===== src/rtl/mc_controller_if.sv =====
// Control bus between the multicycle controller and the MIPS32 datapath.
// The master side is the controller: it reads the instruction fields and
// the ALU zero flag, and drives every datapath strobe and select.
interface mc_controller_if;
  logic [5:0] op;
  logic [5:0] funct;
  logic       zero;
  logic       pcen;
  logic       iord;
  logic       memwrite;
  logic       irwrite;
  logic       regdst;
  logic       memtoreg;
  logic       regwrite;
  logic       alusrca;
  logic [1:0] alusrcb;
  logic [1:0] pcsrc;
  logic [2:0] alucontrol;
  logic [3:0] state;

  modport master (
    input  op, funct, zero,
    output pcen, iord, memwrite, irwrite, regdst, memtoreg, regwrite,
           alusrca, alusrcb, pcsrc, alucontrol, state
  );

  modport slave (
    output op, funct, zero,
    input  pcen, iord, memwrite, irwrite, regdst, memtoreg, regwrite,
           alusrca, alusrcb, pcsrc, alucontrol, state
  );
endinterface


===== src/rtl/mc_controller.sv =====
// Multicycle MIPS32 control unit: a Moore FSM that steps each instruction
// through fetch, decode, execute, memory and writeback, driving datapath
// strobes from the current state only. pcen is the one exception: it folds
// in the live zero flag so a taken beq updates the PC in BRANCH itself.
module mc_controller (
  input  logic            clk,
  input  logic            reset,
  mc_controller_if.master bus
);

  typedef enum logic [3:0] {
    FETCH    = 4'd0,
    DECODE   = 4'd1,
    MEMADR   = 4'd2,
    MEMRD    = 4'd3,
    MEMWB    = 4'd4,
    MEMWR    = 4'd5,
    EXECUTE  = 4'd6,
    ALUWB    = 4'd7,
    BRANCH   = 4'd8,
    ADDIEXEC = 4'd9,
    ADDIWB   = 4'd10,
    JUMP     = 4'd11
  } state_t;

  localparam logic [5:0] OP_LW    = 6'b100011;
  localparam logic [5:0] OP_SW    = 6'b101011;
  localparam logic [5:0] OP_RTYPE = 6'b000000;
  localparam logic [5:0] OP_BEQ   = 6'b000100;
  localparam logic [5:0] OP_ADDI  = 6'b001000;
  localparam logic [5:0] OP_J     = 6'b000010;

  state_t     state_q;
  state_t     state_d;
  logic [1:0] aluop;
  logic       pcwrite;
  logic       branch;

  // ALU function from aluop and, for R-type, the funct field.
  // Unknown functs fall back to add so the datapath stays well defined.
  function automatic logic [2:0] alu_decode(input logic [1:0] aop,
                                            input logic [5:0] fn);
    logic [2:0] res;
    res = 3'b010;
    case (aop)
      2'b01: res = 3'b110;
      2'b10: begin
        case (fn)
          6'b100000: res = 3'b010;
          6'b100010: res = 3'b110;
          6'b100100: res = 3'b000;
          6'b100101: res = 3'b001;
          6'b101010: res = 3'b111;
          default:   res = 3'b010;
        endcase
      end
      default: res = 3'b010;
    endcase
    return res;
  endfunction

  // State register; reset drops straight back to FETCH, aborting any writeback.
  always_ff @(posedge clk or negedge reset) begin
    if (!reset) state_q <= FETCH;
    else        state_q <= state_d;
  end

  // Next-state logic; unused encodings recover to FETCH.
  always_comb begin
    state_d = FETCH;
    case (state_q)
      FETCH:  state_d = DECODE;
      DECODE: begin
        case (bus.op)
          OP_LW, OP_SW: state_d = MEMADR;
          OP_RTYPE:     state_d = EXECUTE;
          OP_BEQ:       state_d = BRANCH;
          OP_ADDI:      state_d = ADDIEXEC;
          OP_J:         state_d = JUMP;
          default:      state_d = FETCH;
        endcase
      end
      MEMADR:   state_d = (bus.op == OP_SW) ? MEMWR : MEMRD;
      MEMRD:    state_d = MEMWB;
      EXECUTE:  state_d = ALUWB;
      ADDIEXEC: state_d = ADDIWB;
      default:  state_d = FETCH;
    endcase
  end

  // Moore outputs: everything defaults low, each state raises only its own strobes.
  always_comb begin
    bus.iord     = 1'b0;
    bus.memwrite = 1'b0;
    bus.irwrite  = 1'b0;
    bus.regdst   = 1'b0;
    bus.memtoreg = 1'b0;
    bus.regwrite = 1'b0;
    bus.alusrca  = 1'b0;
    bus.alusrcb  = 2'b00;
    bus.pcsrc    = 2'b00;
    aluop        = 2'b00;
    pcwrite      = 1'b0;
    branch       = 1'b0;
    case (state_q)
      FETCH: begin
        bus.alusrcb = 2'b01;
        bus.irwrite = 1'b1;
        pcwrite     = 1'b1;
      end
      DECODE:   bus.alusrcb = 2'b11;
      MEMADR: begin
        bus.alusrca = 1'b1;
        bus.alusrcb = 2'b10;
      end
      MEMRD:    bus.iord = 1'b1;
      MEMWB: begin
        bus.memtoreg = 1'b1;
        bus.regwrite = 1'b1;
      end
      MEMWR: begin
        bus.iord     = 1'b1;
        bus.memwrite = 1'b1;
      end
      EXECUTE: begin
        bus.alusrca = 1'b1;
        aluop       = 2'b10;
      end
      ALUWB: begin
        bus.regdst   = 1'b1;
        bus.regwrite = 1'b1;
      end
      BRANCH: begin
        bus.alusrca = 1'b1;
        aluop       = 2'b01;
        bus.pcsrc   = 2'b01;
        branch      = 1'b1;
      end
      ADDIEXEC: begin
        bus.alusrca = 1'b1;
        bus.alusrcb = 2'b10;
      end
      ADDIWB:   bus.regwrite = 1'b1;
      JUMP: begin
        bus.pcsrc = 2'b10;
        pcwrite   = 1'b1;
      end
      default: ;
    endcase
  end

  assign bus.alucontrol = alu_decode(aluop, bus.funct);
  assign bus.pcen       = pcwrite | (branch & bus.zero);
  assign bus.state      = state_q;

endmodule


===== src/flat_wrapper.sv =====
// flat-port wrapper written by rule: the top's interface ports become plain ports
module mc_controller_flat 
  (clk, reset, bus_op, bus_funct, bus_zero, bus_pcen, bus_iord, bus_memwrite, bus_irwrite, bus_regdst, bus_memtoreg, bus_regwrite, bus_alusrca, bus_alusrcb, bus_pcsrc, bus_alucontrol, bus_state);
  mc_controller_if bus_i ();
  input  logic clk;
  input  logic reset;
  input wire logic [$bits(bus_i.op)-1:0] bus_op;
  input wire logic [$bits(bus_i.funct)-1:0] bus_funct;
  input wire logic [$bits(bus_i.zero)-1:0] bus_zero;
  output wire logic [$bits(bus_i.pcen)-1:0] bus_pcen;
  output wire logic [$bits(bus_i.iord)-1:0] bus_iord;
  output wire logic [$bits(bus_i.memwrite)-1:0] bus_memwrite;
  output wire logic [$bits(bus_i.irwrite)-1:0] bus_irwrite;
  output wire logic [$bits(bus_i.regdst)-1:0] bus_regdst;
  output wire logic [$bits(bus_i.memtoreg)-1:0] bus_memtoreg;
  output wire logic [$bits(bus_i.regwrite)-1:0] bus_regwrite;
  output wire logic [$bits(bus_i.alusrca)-1:0] bus_alusrca;
  output wire logic [$bits(bus_i.alusrcb)-1:0] bus_alusrcb;
  output wire logic [$bits(bus_i.pcsrc)-1:0] bus_pcsrc;
  output wire logic [$bits(bus_i.alucontrol)-1:0] bus_alucontrol;
  output wire logic [$bits(bus_i.state)-1:0] bus_state;
  assign bus_i.op = bus_op;
  assign bus_i.funct = bus_funct;
  assign bus_i.zero = bus_zero;
  assign bus_pcen = bus_i.pcen;
  assign bus_iord = bus_i.iord;
  assign bus_memwrite = bus_i.memwrite;
  assign bus_irwrite = bus_i.irwrite;
  assign bus_regdst = bus_i.regdst;
  assign bus_memtoreg = bus_i.memtoreg;
  assign bus_regwrite = bus_i.regwrite;
  assign bus_alusrca = bus_i.alusrca;
  assign bus_alusrcb = bus_i.alusrcb;
  assign bus_pcsrc = bus_i.pcsrc;
  assign bus_alucontrol = bus_i.alucontrol;
  assign bus_state = bus_i.state;
  mc_controller u_core (.clk(clk), .reset(reset), .bus(bus_i));
endmodule

===== config.mk =====
export PLATFORM = sky130hd
export DESIGN_NAME = mc_controller_flat
export DESIGN_NICKNAME = d
export VERILOG_FILES = /design/src/rtl/mc_controller_if.sv /design/src/rtl/mc_controller.sv /design/src/flat_wrapper.sv
export SDC_FILE = /design/constraint.sdc
export NUM_CORES = 1
export LEC_CHECK = 0
export BUFFER_PORTS_ARGS = -buffer_cell sky130_fd_sc_hd__buf_2
export CORE_MARGIN = 4
export CORE_UTILIZATION = 42
export CTS_CLUSTER_SIZE = 25
export DETAILED_ROUTE_END_ITERATION = 6
export PLACE_DENSITY = 0.89
export SYNTH_ARGS = -nofsm -noshare
export SYNTH_HDL_FRONTEND = slang
export SYNTH_SLANG_ARGS = --single-unit

===== constraint.sdc =====
create_clock -name clk -period 2.2 [get_ports clk]
set_clock_uncertainty 0.1 [all_clocks]
set_input_delay 0.44 -clock clk [delete_from_list [all_inputs] [get_ports clk]]
set_output_delay 0.44 -clock clk [all_outputs]
set_load 0.02 [all_outputs]

# After elaboration in Yosys (flattened, before gate mapping)
# Cells that the tools add are included.
[word_totals]
latchBits = 0
mem_bits_rw = 0
romBits = 0
wordCells = 50
reg_bits = 4
out_inout_bits = 19
inputBits = 15
mem_count = 0
[classes]
mul = 0
n_addsub = 0
div_mod_pow = 0
mux = 17
shift = 0
reduce_logical = 8
n_bitwise = 2
order_cmp = 0
eq_ne = 22
[op_table]
columns = ["operator", "n"]
rows = [
  ["$eq A6 B6 Y1 const B", 6],
  ["$pmux W4 S6", 1],
  ["$pmux W4 S5", 1],
  ["$eq A4 B3 Y1 const B", 4],
  ["$eq A4 B4 Y1 const B", 4],
  ["$pmux W3 S4", 1],
  ["$mux W1", 9],
  ["$eq A4 B2 Y1 const B", 2],
  ["$pmux W2 S2", 2],
  ["$reduce_or A2 Y1", 4],
  ["$eq A6 B2 Y1 const B", 1],
  ["$eq A6 B3 Y1 const B", 1],
  ["$eq A6 B4 Y1 const B", 1],
  ["$logic_not A6 Y1", 1],
  ["$pmux W2 S3", 1],
  ["$pmux W3 S2", 1],
  ["$eq A4 B1 Y1 const B", 1],
  ["$logic_not A4 Y1", 1],
  ["$reduce_or A4 Y1", 1],
  ["$mux W3", 1],
  ["$reduce_or A3 Y1", 1],
  ["$eq A2 B1 Y1 const B", 1],
  ["$eq A2 B2 Y1 const B", 1],
  ["$and A1 B1 Y1", 1],
  ["$or A1 B1 Y1", 1],
]

# Logic depth before layout (Yosys ltp)
# Gate-level depths: netlist of the first run.
[logic_depth]
word_depth = 4
mapped_depth = 8
depth_no_buf = 7

# Least setup slack after synthesis of the first run
# OpenSTA, ideal clock, no wires.
[synth_path]
kind = "reg2out"
startpoint = "register u_core.state_q[2] (netlist: u_core.bus.state[2])"
endpoint = "output port bus_alucontrol[2]"
slack_ns = 0.032
t_arrival_ns = 1.628
stages_incl_launch_ff = 8
t_required_ns = 1.660
path_buffers = 1
cell_sequence = "dfrtp_1 > buf_6 > nand3_1 > inv_1 > ha_1 > and3b_1 > a21oi_1 > nor2b_1"
[synth_between]
elab_chain_cells = 4
elab_cells_between_ends = 6
classes_between = "4 x eq/ne; 2 x mux"
[synth_rtl]
columns = ["item", "line_no", "text"]
rows = [
  ["start, declared", "mc_controller.sv:33", "state_t state_q;"],
  ["start signal, assigned", "mc_controller.sv:65", "else state_q <= state_d;"],
  ["$eq A4 B4 Y1 / $eq A4 B3 Y1 (equally long branches)", "mc_controller.sv:105", "case (state_q)"],
  ["$pmux W2 S2 (*)", "mc_controller.sv:105", ""],
  ["$eq A2 B2 Y1 / $eq A2 B1 Y1 (equally long branches)", "mc_controller.sv:45", "case (aop)"],
  ["$pmux W3 S2 (*)", "mc_controller.sv:45", ""],
  ["end, declared", "flat_wrapper.sv:20", "output wire logic [$bits(bus_i.alucontrol)-1:0] bus_alucontrol;"],
]
# Mark *: on every way between the ends. The rest lies on a longest branch, timed or not.

# Worst setup path after layout of the first run
# Ends and elaborated chain as after synthesis.

==> flow_summary.json, run 1 <==
{
  "synth_compound_area_share_pct": 15.51,
  "synth.yosys.seq_area_share_pct": 16.77,
  "p_per_area_nw_per_um2": 923.5,
  "synth-simple-area-share_pct": 45.49,
  "crit_fanout": 3,
  "first_pass_iters": 6,
  "synth.ff_latch_count": 4,
  "required_ns": 1.66,
  "drc": 0,
  "fill_cells": 88,
  "synthArstFlopShare_pct": 100.0,
  "std_cell_rows": 13,
  "tightest_slew_ns": 0.4074,
  "hold_viol_final": 0,
  "root_buffer": "clkbuf_4",
  "fin_ws_ns": -0.04856,
  "track_usage_pct": 21.69,
  "synth.top_cell.area_share_pct": 16.77,
  "antenna_found_initial": 0,
  "grt_overflow": 0,
  "r2r_cells": 6,
  "power.leakage_uw": 0.0004991,
  "drtIter0Drc": 10,
  "die_area_um2": 2088,
  "drv_slew": 0,
  "syn_nets": 94,
  "violations": "setup timing",
  "synthAdderAreaFrac_pct": 6.289,
  "grt_max_degree": 13,
  "finalCriticalPeriod_ns": 2.249,
  "multi_input_area_um2": 528.0,
  "drt-total-wl_um": 2417,
  "status": "finished with violations",
  "avgSynthCellArea_um2": 7.853,
  "synthCells": 76,
  "ys_top_cells_by_area": "dfrtp_1 17%, ha_1 6.3%, nand3_1 5.0%, nor2_1 4.4%, xor2_1 4.4%",
  "synth_area_leader_cell": "dfrtp_1",
  "htreeDepth": 1,
  "hpwl_um": 1447,
  "synth.distinct_cells": 36,
  "seq_area_um2": 101.3,
  "crit_chain": "and2b_1, nand2_2, ha_4, and3b_2, a21oi_2, nor2b_1, buf_4",
  "hold_path_depth": 3,
  "hold_path.class": "in2reg",
  "final_nets": 147,
  "clk_pin_slew_ns": 0.04,
  "max_stage_delay_ns": 0.40,
  "syn-cell-area_um2": 596.8,
  "synthFlopType": "dfrtp_1",
  "grt_pass1_vias": 774,
  "critPathLaunchType": "flip-flop",
  "place_ws_ns": 0.1284,
  "die_w_um": 45.70,
  "rsz0062_at_grt": "yes",
  "fmax_mhz": 444.7,
  "slowest_stage": "dfrtp_2",
  "wire_per_inst_um": 17.02,
  "worst-setup-path-type": "reg2out",
  "setup_viol": 3,
  "vdd_drop_max_uv": 547.7,
  "clock_path_buffers": 2,
  "end_kind": "output pin",
  "grt_pass1_wl_um": 3256,
  "cts.sinks": 4,
  "ant_nets": 0,
  "drive_gt1_share_pct": 61.42,
  "fin_util_pct": 78.44,
  "core_um2": 1318,
  "period_share_pct": 102.2,
  "via_per_inst": 5.472,
  "ys_warn_count": 0,
  "numCtsBuffers": 3,
  "crit_arrival_ns": 1.71,
  "io_buffers": 33,
  "die_h_um": 45.70,
  "io_pins": 34,
  "synth.area.mux_share_pct": 1.887,
  "synthXorXnorAreaFrac_pct": 4.403,
  "syn_to_final_growth_pct": 73.17,
  "drv_cap": 0,
  "vias": 777,
  "start_util_pct": 45.30,
  "clk-insertion-delay-late_ns": 0.24,
  "cts_tree": "built",
  "antennaDiodeCount": 0,
  "slew_headroom_pct": 72.78,
  "synth_top_family_by_area": "simple AND/OR/NAND/NOR gates",
  "largest_reg_flops": 4,
  "place_congestion": 0.8751,
  "synth_edf_count": 0
}
==> area by class of cell <==
| type | count | share of cell area [%] |
|---|---|---|
| Clock buffer | 3 | 2.179 |
| Inverter | 6 | 2.179 |
| Multi-Input combinational cell | 62 | 51.09 |
| Sequential cell | 4 | 9.806 |
| Tap cell | 15 | 1.816 |
| Timing Repair Buffer | 52 | 32.93 |
==> worst max-delay path, delay by kind of cell (launching register included) <==
family          cells  cell delay [ns]
simple gates        4             0.62
flops               1             0.40
compound gates      1             0.12
buf+inv             1             0.15
fa+ha+maj           1             0.17
==> synthesized netlist by cell type (3+ instances only) <==
cell type / n
nand4_1: 3
nor2b_1: 3
dfrtp_1: 4
a21oi_1: 4
nand2_1: 6
nor2_1: 7
xor2_1: 3
ha_1: 3
nand3_1: 6
inv_1: 5
nor3_1: 3
==> final timing paths <==
path                            slack [ns]           startpoint                  end
worst max-delay path                 -0.05  u_core.bus.state[2]    bus_alucontrol[2]
worst min-delay path                  0.40            bus_op[3]  u_core.bus.state[2]
worst max register to register        0.64  u_core.bus.state[2]  u_core.bus.state[2]
worst min register to register        0.62  u_core.bus.state[3]  u_core.bus.state[0]
max in group asynchronous             1.43                reset  u_core.bus.state[2]
min in group asynchronous             0.43                reset  u_core.bus.state[3]
==> power by group <==
| part | switching, uW | internal (uW) | leakage (uW) |
|---|---|---|---|
| registers | 26.6 | 95.8 | 0.0000514 |
| logic | 427 | 310 | 0.000434 |
| clock network | 34.1 | 61.3 | 0.0000138 |
| total | 487 | 467 | 0.000499 |
==> what timing repair did <==
item                                    4_1_cts  5_1_grt
endpoints found under the hold margin         4        0
gates resized for setup                       5       26
endpoints found under the setup margin        2        6
pin swaps                                     3        5
buffers inserted                              9        4
hold buffers                                  1        0
==> cells in the final DEF, fill, tap and decap left out, drive strengths merged <==
cell / instances
nor4b: 1
mux2: 1
nand3: 6
a221oi: 1
a21oi: 4
nand4: 3
nand2b: 3
nor2b: 3
and3: 2
nor3b: 1
clkbuf: 3
buf: 51
o41ai: 1
and4: 1
nor4bb: 1
dfrtp: 4
o22ai: 1
o211ai: 1
a311oi: 1
nand2: 6
xor2: 3
and2b: 1
o21ai: 1
inv: 6
nor3: 4
nor4: 1
o2111ai: 1
ha: 3
and3b: 1
nand3b: 2
nor2: 8
dlygate4sd3: 1
==> cell families (layout without fill, tap and decap cells) <==
| group | Yosys count | after routing |
|---|---|---|
| AOI/OAI and AO/OA | 11 | 11 |
| adders and majority gates | 3 | 3 |
| DFF | 4 | 4 |
| xor gates and xnor gates | 3 | 3 |
| and+or+nand+nor | 44 | 44 |
| muxes | 1 | 1 |
| buffers and inverters | 10 | 61 |
==> metal layers <==
layer / wire length, um / vias to the layer above / track usage [%] / share of wire [%]
li1: - / 376 / - / -
met1: 877 / 369 / 20.14 / 36
met2: 1365 / 28 / 45.13 / 56
met3: 127 / 4 / 2.372 / 5.3
met4: 46 / 0 / 9.659 / 1.9
met5: 0 / - / 0 / 0
==> through the flow <==
step	setup TNS, ns	instance area (um2)	hold WS, ns	total power [uW]	instances
floorplan	0	596.8	0.04441	499.0	76
finish	-0.08828	1033	0.4041	954.5	142
detailed placement	0	798.3	0.1502	688.6	127
CTS	-0.01736	910.9	0.4080	844.8	140
global route	-0.3513	1033	0.4320	1009	142
global placement	0	798.3	0.1475	673.4	127
Power figures use the tool's default switching activity.
==> run 2: changes to the inputs <==
--- a/config.mk
+++ b/config.mk
@@ -5,12 +5,15 @@
 export SDC_FILE = /design/constraint.sdc
 export NUM_CORES = 1
 export LEC_CHECK = 0
+export ABC_CLOCK_PERIOD_IN_PS = 2200
 export BUFFER_PORTS_ARGS = -buffer_cell sky130_fd_sc_hd__buf_2
 export CORE_MARGIN = 4
-export CORE_UTILIZATION = 42
+export CORE_UTILIZATION = 45
+export CTS_BUF_LIST = sky130_fd_sc_hd__clkbuf_4
 export CTS_CLUSTER_SIZE = 25
 export DETAILED_ROUTE_END_ITERATION = 6
-export PLACE_DENSITY = 0.89
+export PLACE_DENSITY = 0.94
 export SYNTH_ARGS = -nofsm -noshare
 export SYNTH_HDL_FRONTEND = slang
 export SYNTH_SLANG_ARGS = --single-unit
+export TNS_END_PERCENT = 1
==> flow_summary.json, run 2 (same netlist as run 1, synthesis figures left out) <==
{
  "status": "finished with violations",
  "violations": "setup timing",
  "placedCellCount": 124,
  "root_buffer": "clkbuf_4",
  "htreeDepth": 1,
  "largest_reg_flops": 4,
  "finalInstanceArea_um2": 922.1,
  "track_usage_pct": 20.42,
  "die_area_um2": 1973,
  "grt_overflow": 0,
  "crit_fanout": 3,
  "crit_family": "simple AND/OR/NAND/NOR gates",
  "rsz0062_at_grt": "yes",
  "std_cell_rows": 12,
  "setup_viol": 2,
  "power.leakage_uw": 0.0004418,
  "cts_tree": "built",
  "whs_ns": 0.4313,
  "ant_nets": 0,
  "syn_to_final_growth_pct": 54.51,
  "drt-total-wl_um": 2185,
  "drv_cap": 0,
  "final_cell_mix": "30 x buf_2, 8 x buf_4, 5 x nor2_1, 5 x nand3_1",
  "slew_headroom_pct": 73.37,
  "grt_pass1_wl_um": 2953,
  "cts.sinks": 4,
  "final_common_cell": "buf_2",
  "grt_max_degree": 13,
  "final_nets": 138,
  "stdcell_count": 132,
  "clock_path_buffers": 2,
  "fin_ws_ns": -0.06338,
  "via_per_inst": 5.902,
  "clk-insertion-delay-late_ns": 0.24,
  "clk_pin_slew_ns": 0.05,
  "antenna_found_initial": 0,
  "first_pass_iters": 4,
  "path_buf_inv": 1,
  "period_share_pct": 102.9,
  "hold_path.class": "in2reg",
  "tightest_slew_ns": 0.3986,
  "max_stage_delay_ns": 0.37,
  "die_h_um": 44.42,
  "critPathLaunchType": "flip-flop",
  "setup-tns-final_ns": -0.1180,
  "drtIter0Drc": 23,
  "grt_pass1_vias": 703,
  "wire_per_inst_um": 16.55,
  "dpl_cell_area_um2": 782.0,
  "numCtsBuffers": 3,
  "vias": 779,
  "io_pins": 34,
  "required_ns": 1.66,
  "drv_slew": 0,
  "drc": 0,
  "crit_chain": "and2b_1, nand2_2, ha_4, and3b_2, a21oi_2, nor2b_1, buf_4",
  "vdd_drop_max_uv": 717.9,
  "finalCriticalPeriod_ns": 2.263,
  "antennaDiodeCount": 0,
  "core_um2": 1171,
  "start_util_pct": 50.96,
  "p_per_area_nw_per_um2": 904.6,
  "hpwl_um": 1391,
  "die_w_um": 44.42,
  "crit_arrival_ns": 1.72,
  "hold_viol_final": 0,
  "end_kind": "output pin",
  "fmax_mhz": 441.8,
  "finalPower_uw": 834.2,
  "io_buffers": 33,
  "drive_gt1_share_pct": 56.78,
  "place_congestion": 0.7888,
  "worst-setup-path-type": "reg2out",
  "slowest_stage": "dfrtp_1"
}
run 2: worst register-to-register path, delay by kind of cell, from the launching register on:
| family | cells | cell delay, ns |
|---|---|---|
| buffers and inverters | 2 | 0.31 |
| DFF | 1 | 0.37 |
| and+or+nand+nor | 3 | 0.57 |
run 2: report_power, final:
| part | switching [uW] | total (uW) | internal (uW) | leakage [uW] |
|---|---|---|---|---|
| clock network | 34.7 | 96.1 | 61.4 | 0.0000138 |
| registers | 22.4 | 117 | 95.1 | 0.0000530 |
| logic | 389 | 621 | 231 | 0.000375 |
| total | 446 | 834 | 388 | 0.000442 |
run 2: area by class of cell:
type	count	area [um2]
multi-input cells	62	494.2
repair buffers	43	265.3
fillers	83	249.0
flip-flops and latches	4	100.1
clock buffers	3	22.52
inverters	6	22.52
well taps	14	17.52
run 2: path summary, 6_finish.rpt:
check,startpoint,to,slack [ns],cells past startpoint
setup / recovery,u_core.bus.state[2],bus_alucontrol[2],-0.06,7
min in group asynchronous,reset,u_core.bus.state[2],0.45,2
hold reg to reg,u_core.bus.state[3],u_core.bus.state[0],0.58,2
max in group asynchronous,reset,u_core.bus.state[3],1.41,2
hold / removal,bus_op[3],u_core.bus.state[2],0.43,3
setup reg to reg,u_core.bus.state[2],u_core.bus.state[2],0.79,5
run 2: through the flow:
step                utilization, %  setup WS, ns
floorplan                        -       0.03192
global placement             66.77        0.2593
detailed placement           66.77        0.1460
CTS                          72.54      -0.01148
global route                 78.74       -0.1226
finish                       78.74      -0.06338
run 2: what timing repair did:
item,CTS,global route
setup buffers,3,1
hold endpoints to repair,4,0
resized for setup,5,15
hold buffers,1,0
pin swaps,2,6
setup endpoints to repair,2,4
run 2: routing by layer:
layer / wire (um) / share of wire, % / vias up / track usage [%]
li1: - / - / 363 / -
met1: 832 / 38 / 369 / 21.76
met2: 1173 / 54 / 40 / 36.63
met3: 145 / 6.6 / 7 / 2.439
met4: 34 / 1.6 / 0 / 14.46
met5: 0 / 0 / - / 0
==> run 3: changes to the inputs <==
--- a/config.mk
+++ b/config.mk
@@ -13,6 +13,8 @@
 export CTS_CLUSTER_SIZE = 25
 export DETAILED_ROUTE_END_ITERATION = 6
 export PLACE_DENSITY = 0.94
+export SETUP_SLACK_MARGIN = 0.15
+export SKIP_LAST_GASP = 1
 export SYNTH_ARGS = -nofsm -noshare
 export SYNTH_HDL_FRONTEND = slang
 export SYNTH_SLANG_ARGS = --single-unit
==> flow_summary.json, run 3 (same netlist as run 1, synthesis figures left out) <==
{
  "globalRouteMet3Util_pct": 4.065,
  "status": "finished with violations",
  "drt-total-wl_um": 2157,
  "place_congestion": 0.8174,
  "slew_headroom_pct": 77.26,
  "whs_ns": 0.3949,
  "core_um2": 1171,
  "intPower_uw": 454.8,
  "final_nets": 145,
  "swShare_pct": 51.34,
  "crit_arrival_ns": 1.70,
  "period_share_pct": 101.6,
  "track_usage_pct": 24.33,
  "switchingPower_uw": 479.8,
  "p_per_area_nw_per_um2": 960.2,
  "numCtsBuffers": 3,
  "grt_pass1_vias": 745,
  "grt.busiest_layer": "met2",
  "critPathLaunchType": "flip-flop",
  "rsz0062_at_grt": "yes",
  "via_per_inst": 5.721,
  "hpwl_um": 1324,
  "vias": 801,
  "worstHoldStart": "bus_op[3]",
  "crit_fanout": 3,
  "finalCriticalPeriod_ns": 2.236,
  "drtIter0Drc": 31,
  "antennaDiodeCount": 0,
  "first_pass_iters": 4,
  "violations": "setup timing",
  "seqPwrFrac_pct": 14.5,
  "grt_util_met2_pct": 39.83,
  "syn_to_final_growth_pct": 63.10,
  "start_util_pct": 50.96,
  "ant_nets": 0,
  "drive_gt1_share_pct": 61.11,
  "wire_per_inst_um": 15.41,
  "fmax_mhz": 447.2,
  "grt_pass1_wl_um": 3394,
  "setup_viol": 2,
  "placedCellCount": 124,
  "antenna_found_initial": 0,
  "end_kind": "output pin",
  "required_ns": 1.66,
  "timing.rr.start": "u_core.bus.state[0]",
  "io_pins": 34,
  "die_w_um": 44.42,
  "r2r_end": "u_core.bus.state[2]",
  "fin_util_pct": 83.12,
  "cts_tree": "built",
  "grt_max_degree": 15,
  "drv_cap": 0,
  "fin_ws_ns": -0.03589,
  "hold_path_depth": 3,
  "grt_overflow": 0,
  "power.leakage_uw": 0.0004824,
  "io_buffers": 33,
  "drc": 0,
  "min_to": "u_core.bus.state[2]",
  "clock_path_buffers": 2,
  "root_buffer": "clkbuf_4",
  "final_common_cell": "buf_2",
  "final_cell_mix": "32 x buf_2, 16 x buf_4, 5 x nand2_1, 5 x nor2_1, 5 x nand3_1",
  "reg2reg_slack_ns": 0.74,
  "clk-insertion-delay-late_ns": 0.25,
  "stdcell_count": 140,
  "die_h_um": 44.42,
  "r2r_cells": 5,
  "tightest_slew_ns": 0.3368,
  "std_cell_rows": 12,
  "clk_pin_slew_ns": 0.05,
  "drv_slew": 0,
  "die_area_um2": 1973,
  "p_comb_share_pct": 72.5,
  "vdd_drop_max_uv": 518.2,
  "hold_viol_final": 0,
  "worst-setup-path-type": "reg2out",
  "htreeDepth": 1,
  "clockPowerShare_pct": 13.0,
  "grtUsageMet1_pct": 27.87,
  "hold_path.class": "in2reg",
  "cts.sinks": 4,
  "largest_reg_flops": 4
}
## run 3: metrics by stage
step                total power, uW  setup slack (ns)  setup TNS, ns  instance area [um2]
floorplan                     500.4            0.1346              0                603.1
global placement              651.5            0.2035              0                788.3
detailed placement            664.1           0.09881              0                788.3
CTS                           873.7           0.01955              0                928.4
global route                  982.4           -0.1106        -0.3149                973.4
finish                        934.7          -0.03589       -0.05242                973.4
## run 3: what timing repair did
action	in CTS	in global routing
hold buffers	1	0
endpoints found under the hold margin	4	0
endpoints found under the setup margin	5	7
setup buffers	9	2
pin swaps	3	3
gates resized for setup	11	7
## run 3: critical path, cell delays in order (launching register included)
cell and delay, ns:
dfrtp_2 0.42, and2b_2 0.25, nand2_4 0.07, ha_4 0.16, and3b_2 0.22, a21oi_2 0.15
nor2b_2 0.05, buf_6 0.12
## run 3: how the worst max path moves through the flow
stage | startpoint | to | slack (ns)
2_1_floorplan | u_core.bus.state[0] | bus_alucontrol[2] | 0.13
3_3_place_gp | u_core.bus.state[1] | bus_alucontrol[2] | 0.20
3_5_place_dp | u_core.bus.state[1] | bus_alucontrol[2] | 0.1
4_1_cts | u_core.bus.state[1] | bus_alucontrol[2] | 0.02
5_1_grt | u_core.bus.state[1] | bus_alucontrol[2] | -0.11
6_report | u_core.bus.state[2] | bus_alucontrol[2] | -0.04
## run 3: cell type report
class	instances	area, um2
clock buffers	4	30.03
fillers	77	197.7
inverters	6	22.52
multi-input cells	62	498.0
flip-flops and latches	4	103.9
well taps	14	17.52
repair buffers	50	301.5
## run 3: power groups by stage
stage	registers [uW]	clock network (uW)	logic, uW
2_1_floorplan	149	0	351
3_3_place_gp	123	0	528
3_5_place_dp	127	0	537
4_1_cts	125	122	627
5_1_grt	138	126	718
6_report	136	121	678
## run 3: layer usage
layer / part of all wire (%) / vias to the layer above
met2: 50 / 38
met5: 0 / -
met3: 7.3 / 9
met4: 4.2 / 0
li1: - / 378
met1: 39 / 376
